File: src/rtl/vga_timing_pkg.sv
// Default 640x480@60 Hz raster timing constants shared by the timing generator.
package vga_timing_pkg;

  localparam int H_ACTIVE = 640;
  localparam int H_FP     = 16;
  localparam int H_SYNC   = 96;
  localparam int H_BP     = 48;
  localparam int H_TOTAL  = H_ACTIVE + H_FP + H_SYNC + H_BP;

  localparam int V_ACTIVE = 480;
  localparam int V_FP     = 10;
  localparam int V_SYNC   = 2;
  localparam int V_BP     = 33;
  localparam int V_TOTAL  = V_ACTIVE + V_FP + V_SYNC + V_BP;

  // Coordinate width is sized from the larger of the two totals (10 bits here).
  localparam int COORD_W = $clog2((H_TOTAL > V_TOTAL) ? H_TOTAL : V_TOTAL);

endpackage

File: src/rtl/vga_axis_counter.sv
// One raster axis: a wrapping counter with sync-window and active-window decode.
// The registered sync flag is computed from the next count so it always describes
// the count presented in the same cycle.
module vga_axis_counter #(
  parameter int W          = 10,
  parameter int TOTAL      = 800,
  parameter int ACTIVE     = 640,
  parameter int SYNC_START = 656,
  parameter int SYNC_LEN   = 96
) (
  input  logic         clk,
  input  logic         rst_n,
  input  logic         adv,
  output logic [W-1:0] count,
  output logic         at_last,
  output logic         wrap,
  output logic         in_sync,
  output logic         active_next
);

  localparam logic [W-1:0] LAST    = W'(TOTAL - 1);
  localparam logic [W-1:0] ACT_END = W'(ACTIVE);
  localparam logic [W-1:0] SYN_LO  = W'(SYNC_START);
  localparam logic [W-1:0] SYN_HI  = W'(SYNC_START + SYNC_LEN - 1);

  logic [W-1:0] count_next;
  logic         sync_next;

  assign at_last = (count == LAST);
  // Out-of-range counts are treated like the last count so they recover on the next advance.
  assign wrap    = adv && (count >= LAST);

  // Next-count and window decode.
  always_comb begin
    count_next = count;
    if (adv) begin
      count_next = (count >= LAST) ? '0 : count + 1'b1;
    end
    sync_next   = (count_next >= SYN_LO) && (count_next <= SYN_HI);
    active_next = (count_next < ACT_END);
  end

  // Counter and sync flag registers.
  always_ff @(posedge clk or negedge rst_n) begin
    if (!rst_n) begin
      count   <= '0;
      in_sync <= 1'b0;
    end else begin
      count   <= count_next;
      in_sync <= sync_next;
    end
  end

endmodule

File: src/rtl/vga_timing_gen.sv
// VGA raster timing generator: H counter advances on CE, V counter on H wrap.
// Sync and blank are registered from next-state counts for zero skew against x/y.
module vga_timing_gen
  import vga_timing_pkg::*;
#(
  parameter int H_ACTIVE_P = H_ACTIVE,
  parameter int H_FP_P     = H_FP,
  parameter int H_SYNC_P   = H_SYNC,
  parameter int H_BP_P     = H_BP,
  parameter int V_ACTIVE_P = V_ACTIVE,
  parameter int V_FP_P     = V_FP,
  parameter int V_SYNC_P   = V_SYNC,
  parameter int V_BP_P     = V_BP,
  parameter bit HS_POL     = 1'b0,
  parameter bit VS_POL     = 1'b0
) (
  input  logic               CLK,
  input  logic               RST_N,
  input  logic               CE,
  output logic               HS,
  output logic               VS,
  output logic [COORD_W-1:0] x,
  output logic [COORD_W-1:0] y,
  output logic               blank,
  output logic               line_end,
  output logic               frame_end
);

  localparam int H_TOT = H_ACTIVE_P + H_FP_P + H_SYNC_P + H_BP_P;
  localparam int V_TOT = V_ACTIVE_P + V_FP_P + V_SYNC_P + V_BP_P;

  logic h_at_last, h_wrap, h_sync, h_active_next;
  logic v_at_last, v_wrap, v_sync, v_active_next;
  logic blank_reg;

  vga_axis_counter #(
    .W(COORD_W), .TOTAL(H_TOT), .ACTIVE(H_ACTIVE_P),
    .SYNC_START(H_ACTIVE_P + H_FP_P), .SYNC_LEN(H_SYNC_P)
  ) u_h (
    .clk(CLK), .rst_n(RST_N), .adv(CE),
    .count(x), .at_last(h_at_last), .wrap(h_wrap),
    .in_sync(h_sync), .active_next(h_active_next)
  );

  // V advances only on the H wrap, so VS changes together with x returning to 0.
  vga_axis_counter #(
    .W(COORD_W), .TOTAL(V_TOT), .ACTIVE(V_ACTIVE_P),
    .SYNC_START(V_ACTIVE_P + V_FP_P), .SYNC_LEN(V_SYNC_P)
  ) u_v (
    .clk(CLK), .rst_n(RST_N), .adv(h_wrap),
    .count(y), .at_last(v_at_last), .wrap(v_wrap),
    .in_sync(v_sync), .active_next(v_active_next)
  );

  // Blank register, computed from the next-state active flags of both axes.
  always_ff @(posedge CLK or negedge RST_N) begin
    if (!RST_N) begin
      blank_reg <= 1'b0;
    end else begin
      blank_reg <= !(h_active_next && v_active_next);
    end
  end

  assign blank     = blank_reg;
  assign HS        = h_sync ? HS_POL : ~HS_POL;
  assign VS        = v_sync ? VS_POL : ~VS_POL;
  assign line_end  = h_wrap && h_at_last;
  assign frame_end = line_end && v_wrap && v_at_last;

endmodule

File: config.mk
export PLATFORM = sky130hd
export DESIGN_NAME = vga_timing_gen
export DESIGN_NICKNAME = d
export VERILOG_FILES = /design/src/rtl/vga_timing_pkg.sv /design/src/rtl/vga_axis_counter.sv /design/src/rtl/vga_timing_gen.sv
export SDC_FILE = /design/constraint.sdc
export NUM_CORES = 1
export LEC_CHECK = 0
export CORE_ASPECT_RATIO = 0.6
export CORE_MARGIN = 5
export CORE_UTILIZATION = 47
export DETAILED_ROUTE_END_ITERATION = 6
export PLACE_DENSITY_LB_ADDON = 0.25
export SLEW_MARGIN = 15
export SYNTH_ARGS = -nofsm -noshare
export SYNTH_HDL_FRONTEND = slang
export SYNTH_SLANG_ARGS = --single-unit
export TNS_END_PERCENT = 50
File: constraint.sdc
create_clock -name CLK -period 2.5 [get_ports CLK]
set_clock_uncertainty 0.2 [all_clocks]
set_input_delay 0.625 -clock CLK [delete_from_list [all_inputs] [get_ports CLK]]
set_output_delay 0.625 -clock CLK [all_outputs]
set_load 0.01 [all_outputs]
==> flow_metrics.env <==
export IMPL_synthCells=166
export IMPL_numCtsBuffers=3
export IMPL_hold_path_class="flop to flop"
export IMPL_slew_limit_headroom_pct=70.30
export IMPL_p_int_mw=0.8423
export IMPL_pre_cts_ws_ns=-0.4538
export IMPL_path_class="flop to primary output"
export IMPL_start_util_pct=49.28
export IMPL_ant_nets=0
export IMPL_hold_viol_final=0
export IMPL_status="completed"
export IMPL_cts_root_buf="clkbuf_8"
export IMPL_hold_slack_ns=0.4187
export IMPL_r2r_start="u_v.count[0]"
export IMPL_ff2ff_setup_slack_ns=0.23
export IMPL_row_count=15
export IMPL_cts_sinks=23
export IMPL_path_clk_slew_ns=0.08
export IMPL_p_leak_nw=0.8747
export IMPL_cts_tree="yes"
export IMPL_finalSetupTns_ns=0
export IMPL_ioPinCount=28
export IMPL_grt_usage_pct=21.56
export IMPL_reg_top3="u_h.count (10), u_v.count (10)"
export IMPL_rsz0062_at_grt="no"
export IMPL_worstHoldStart="u_v.count[6]"
export IMPL_drv_cap=0
export IMPL_switchingPower_mw=0.4521
export IMPL_port_buffer_count=27
export IMPL_wl_per_cell_um=15.87
export IMPL_syn_cell_area_mm2=0.001415
export IMPL_num_vias=1515
export IMPL_ys_flop_type="dfrtp_1"
export IMPL_p_seq_share_pct=35.3
export IMPL_p_per_area_mw_per_mm2=639.0
export IMPL_syn_nets=172
export IMPL_min_path_cells=2
export IMPL_drc=0
export IMPL_ys_seq_area_share_pct=40.67
export IMPL_core_area_mm2=0.002872
export IMPL_slew_viol_final=0
export IMPL_routabilityCongestion=0.9642
export IMPL_cp_arrival_ns=1.64
export IMPL_clock_fmax_mhz=406.2
export IMPL_grt_first_pass_wirelength_mm=6.796
export IMPL_gr_total_overflow=0
export IMPL_fin_nets=229
export IMPL_h_tree_depth=1
export IMPL_avgSynthCellArea_um2=8.525
export IMPL_grt_max_degree=24
export IMPL_die_area_mm2=0.004245
export IMPL_synth_edf_count=0
export IMPL_yosysWarnings=0
export IMPL_routed_wirelength_mm=4.190
export IMPL_dr_pass1_iters=7
export IMPL_drt_iter0_markers=310
export IMPL_vias_per_cell=5.739
export IMPL_ys_types=43
export IMPL_antenna_found_initial=0
export IMPL_die_w_um=80.84
export IMPL_end_kind="primary output"
export IMPL_crit_required_ns=1.67
export IMPL_layout_min_cycle_time_ns=2.462
export IMPL_cp_max_fo=2
export IMPL_r2r_cells=8
export IMPL_diodes=0
export IMPL_min_to="u_v.count[6]"
export IMPL_rr_endpoint="blank"
export IMPL_pwr_share_comb_pct=46.6
export IMPL_critPathLaunchType="flop"
export IMPL_cts_buffer_depth=2
export IMPL_drive_gt1_share_pct=22.97
export IMPL_ir_drop_mv=0.5141
export IMPL_first_global_vias=1376
export IMPL_synthArstFlopShare_pct=100.0
export IMPL_synth_seq_cells=23
export IMPL_period_share_pct=98.47
export IMPL_setup_ws_ns=0.03826
export IMPL_place_hpwl_mm=3.110
export IMPL_p_sw_share_pct=34.93
export IMPL_syn_to_final_growth_pct=43.15
export IMPL_clockPowerShare_pct=18.1
export IMPL_chipHeight_um=52.51
export IMPL_worst_pin_slew_ns=0.4434
export IMPL_hold_buffers=0
export IMPL_clk_latency_ns=0.27
export IMPL_setup_violations=0
[cell usage in the layout, fill, tap and decap left out, types with 2 or more instances in the layout]
cell type,netlist,routed
nand3_1,9,9
nor3_1,4,4
o21ai_0,9,9
inv_1,6,6
clkdlybuf4s50_1,0,24
xnor2_1,5,5
o21ai_1,6,6
o22ai_1,2,2
clkbuf_8,0,3
dfrtp_1,23,23
nor2_1,18,18
buf_2,6,2
xor2_1,6,6
buf_4,0,35
ha_1,3,3
a21oi_1,6,5
and3_1,5,5
nand2_1,20,20
nand4_1,6,6
and4_1,2,2
[synthesized netlist by cell type, types with 2 or more instances]
| master | instances | share of area (%) |
|---|---|---|
| and4_1 | 2 | 1.2 |
| nor3_1 | 4 | 1.4 |
| nand2_1 | 20 | 5.3 |
| nand3_1 | 9 | 3.2 |
| o21ai_0 | 9 | 3.2 |
| nor2_1 | 18 | 4.8 |
| a21oi_1 | 6 | 2.1 |
| ha_1 | 3 | 2.7 |
| and3_1 | 5 | 2.2 |
| clkbuf_1 | 5 | 1.3 |
| nand4_1 | 6 | 2.7 |
| o21ai_1 | 6 | 2.1 |
| xor2_1 | 6 | 3.7 |
| xnor2_1 | 5 | 3.1 |
| dfrtp_1 | 23 | 41 |
| o22ai_1 | 2 | 0.88 |
| buf_2 | 6 | 2.1 |
| inv_1 | 6 | 1.6 |
[kinds of logic (layout without fill, tap and decap cells)]
family | count (synthesis) | in the layout | synth area share [%]
xor gates and xnor gates | 11 | 11 | 6.808
DFF | 23 | 23 | 40.67
AOI/OAI and AO/OA | 36 | 36 | 17.07
and+or+nand+nor | 75 | 75 | 27.06
buffers and inverters | 17 | 73 | 5.040
adders and majority gates | 3 | 3 | 2.653
muxes | 1 | 1 | 0.7074
[area by class of cell]
class | instances | area (µm²)
fill | 225 | 845.8
multi-input combinational | 126 | 795.8
sequential | 23 | 575.6
timing repair buffer | 63 | 533.0
tap | 42 | 52.55
clock buffer | 3 | 41.29
inverter | 6 | 22.52
clock inverter | 1 | 5.005
[how the worst max path moves through the flow]
stage                       startpoint         to  depth (start not counted)
after floorplan           u_h.count[5]  frame_end                          4
after global placement              CE  frame_end                          4
after detailed placement            CE  frame_end                          4
after CTS                 u_h.count[5]  frame_end                          4
after global routing      u_h.count[5]  frame_end                          4
final                     u_h.count[5]  frame_end                          4
[metrics by stage]
step                      std cells  utilization [%]  total power, mW  cell area [µm²]
after detailed placement        259            68.19            1.036             1958
after CTS                       264            70.20            1.287             2016
after global routing            264            70.54            1.365             2026
after global placement          259            68.19            1.011             1958
final                           264            70.54            1.294             2026
after floorplan                 166                -           0.7197             1421
[power by group through the flow]
stage                     Clock, mW  Sequential [mW]  Combinational (mW)
final                         0.235            0.457               0.603
after global routing          0.255            0.463               0.646
after CTS                     0.240            0.458               0.589
after detailed placement          0            0.464               0.572
after global placement            0            0.457               0.555
after floorplan                   0            0.519               0.201
[layer usage]
metal / track usage, % / share of wire (%) / vias up / wire [µm]
met2: 34.60 / 44 / 101 / 1837
li1: - / - / 704 / -
met5: 0 / 0 / - / 0
met3: 5.842 / 11 / 15 / 462
met4: 5.337 / 2.1 / 0 / 88
met1: 28.86 / 43 / 695 / 1801
[worst max-delay path, stage by stage, from the launching register on]
cell,delay (ns)
dfrtp_1,0.39
or3_4,0.40
or2_4,0.26
nor4_4,0.14
buf_2,0.18
[timing repair]
action,CTS,global route
setup endpoints to repair,6,2
setup buffers,1,0
pin swaps,2,1
gates resized for setup,14,2
Note: power is estimated with default switching activity, not from simulation.
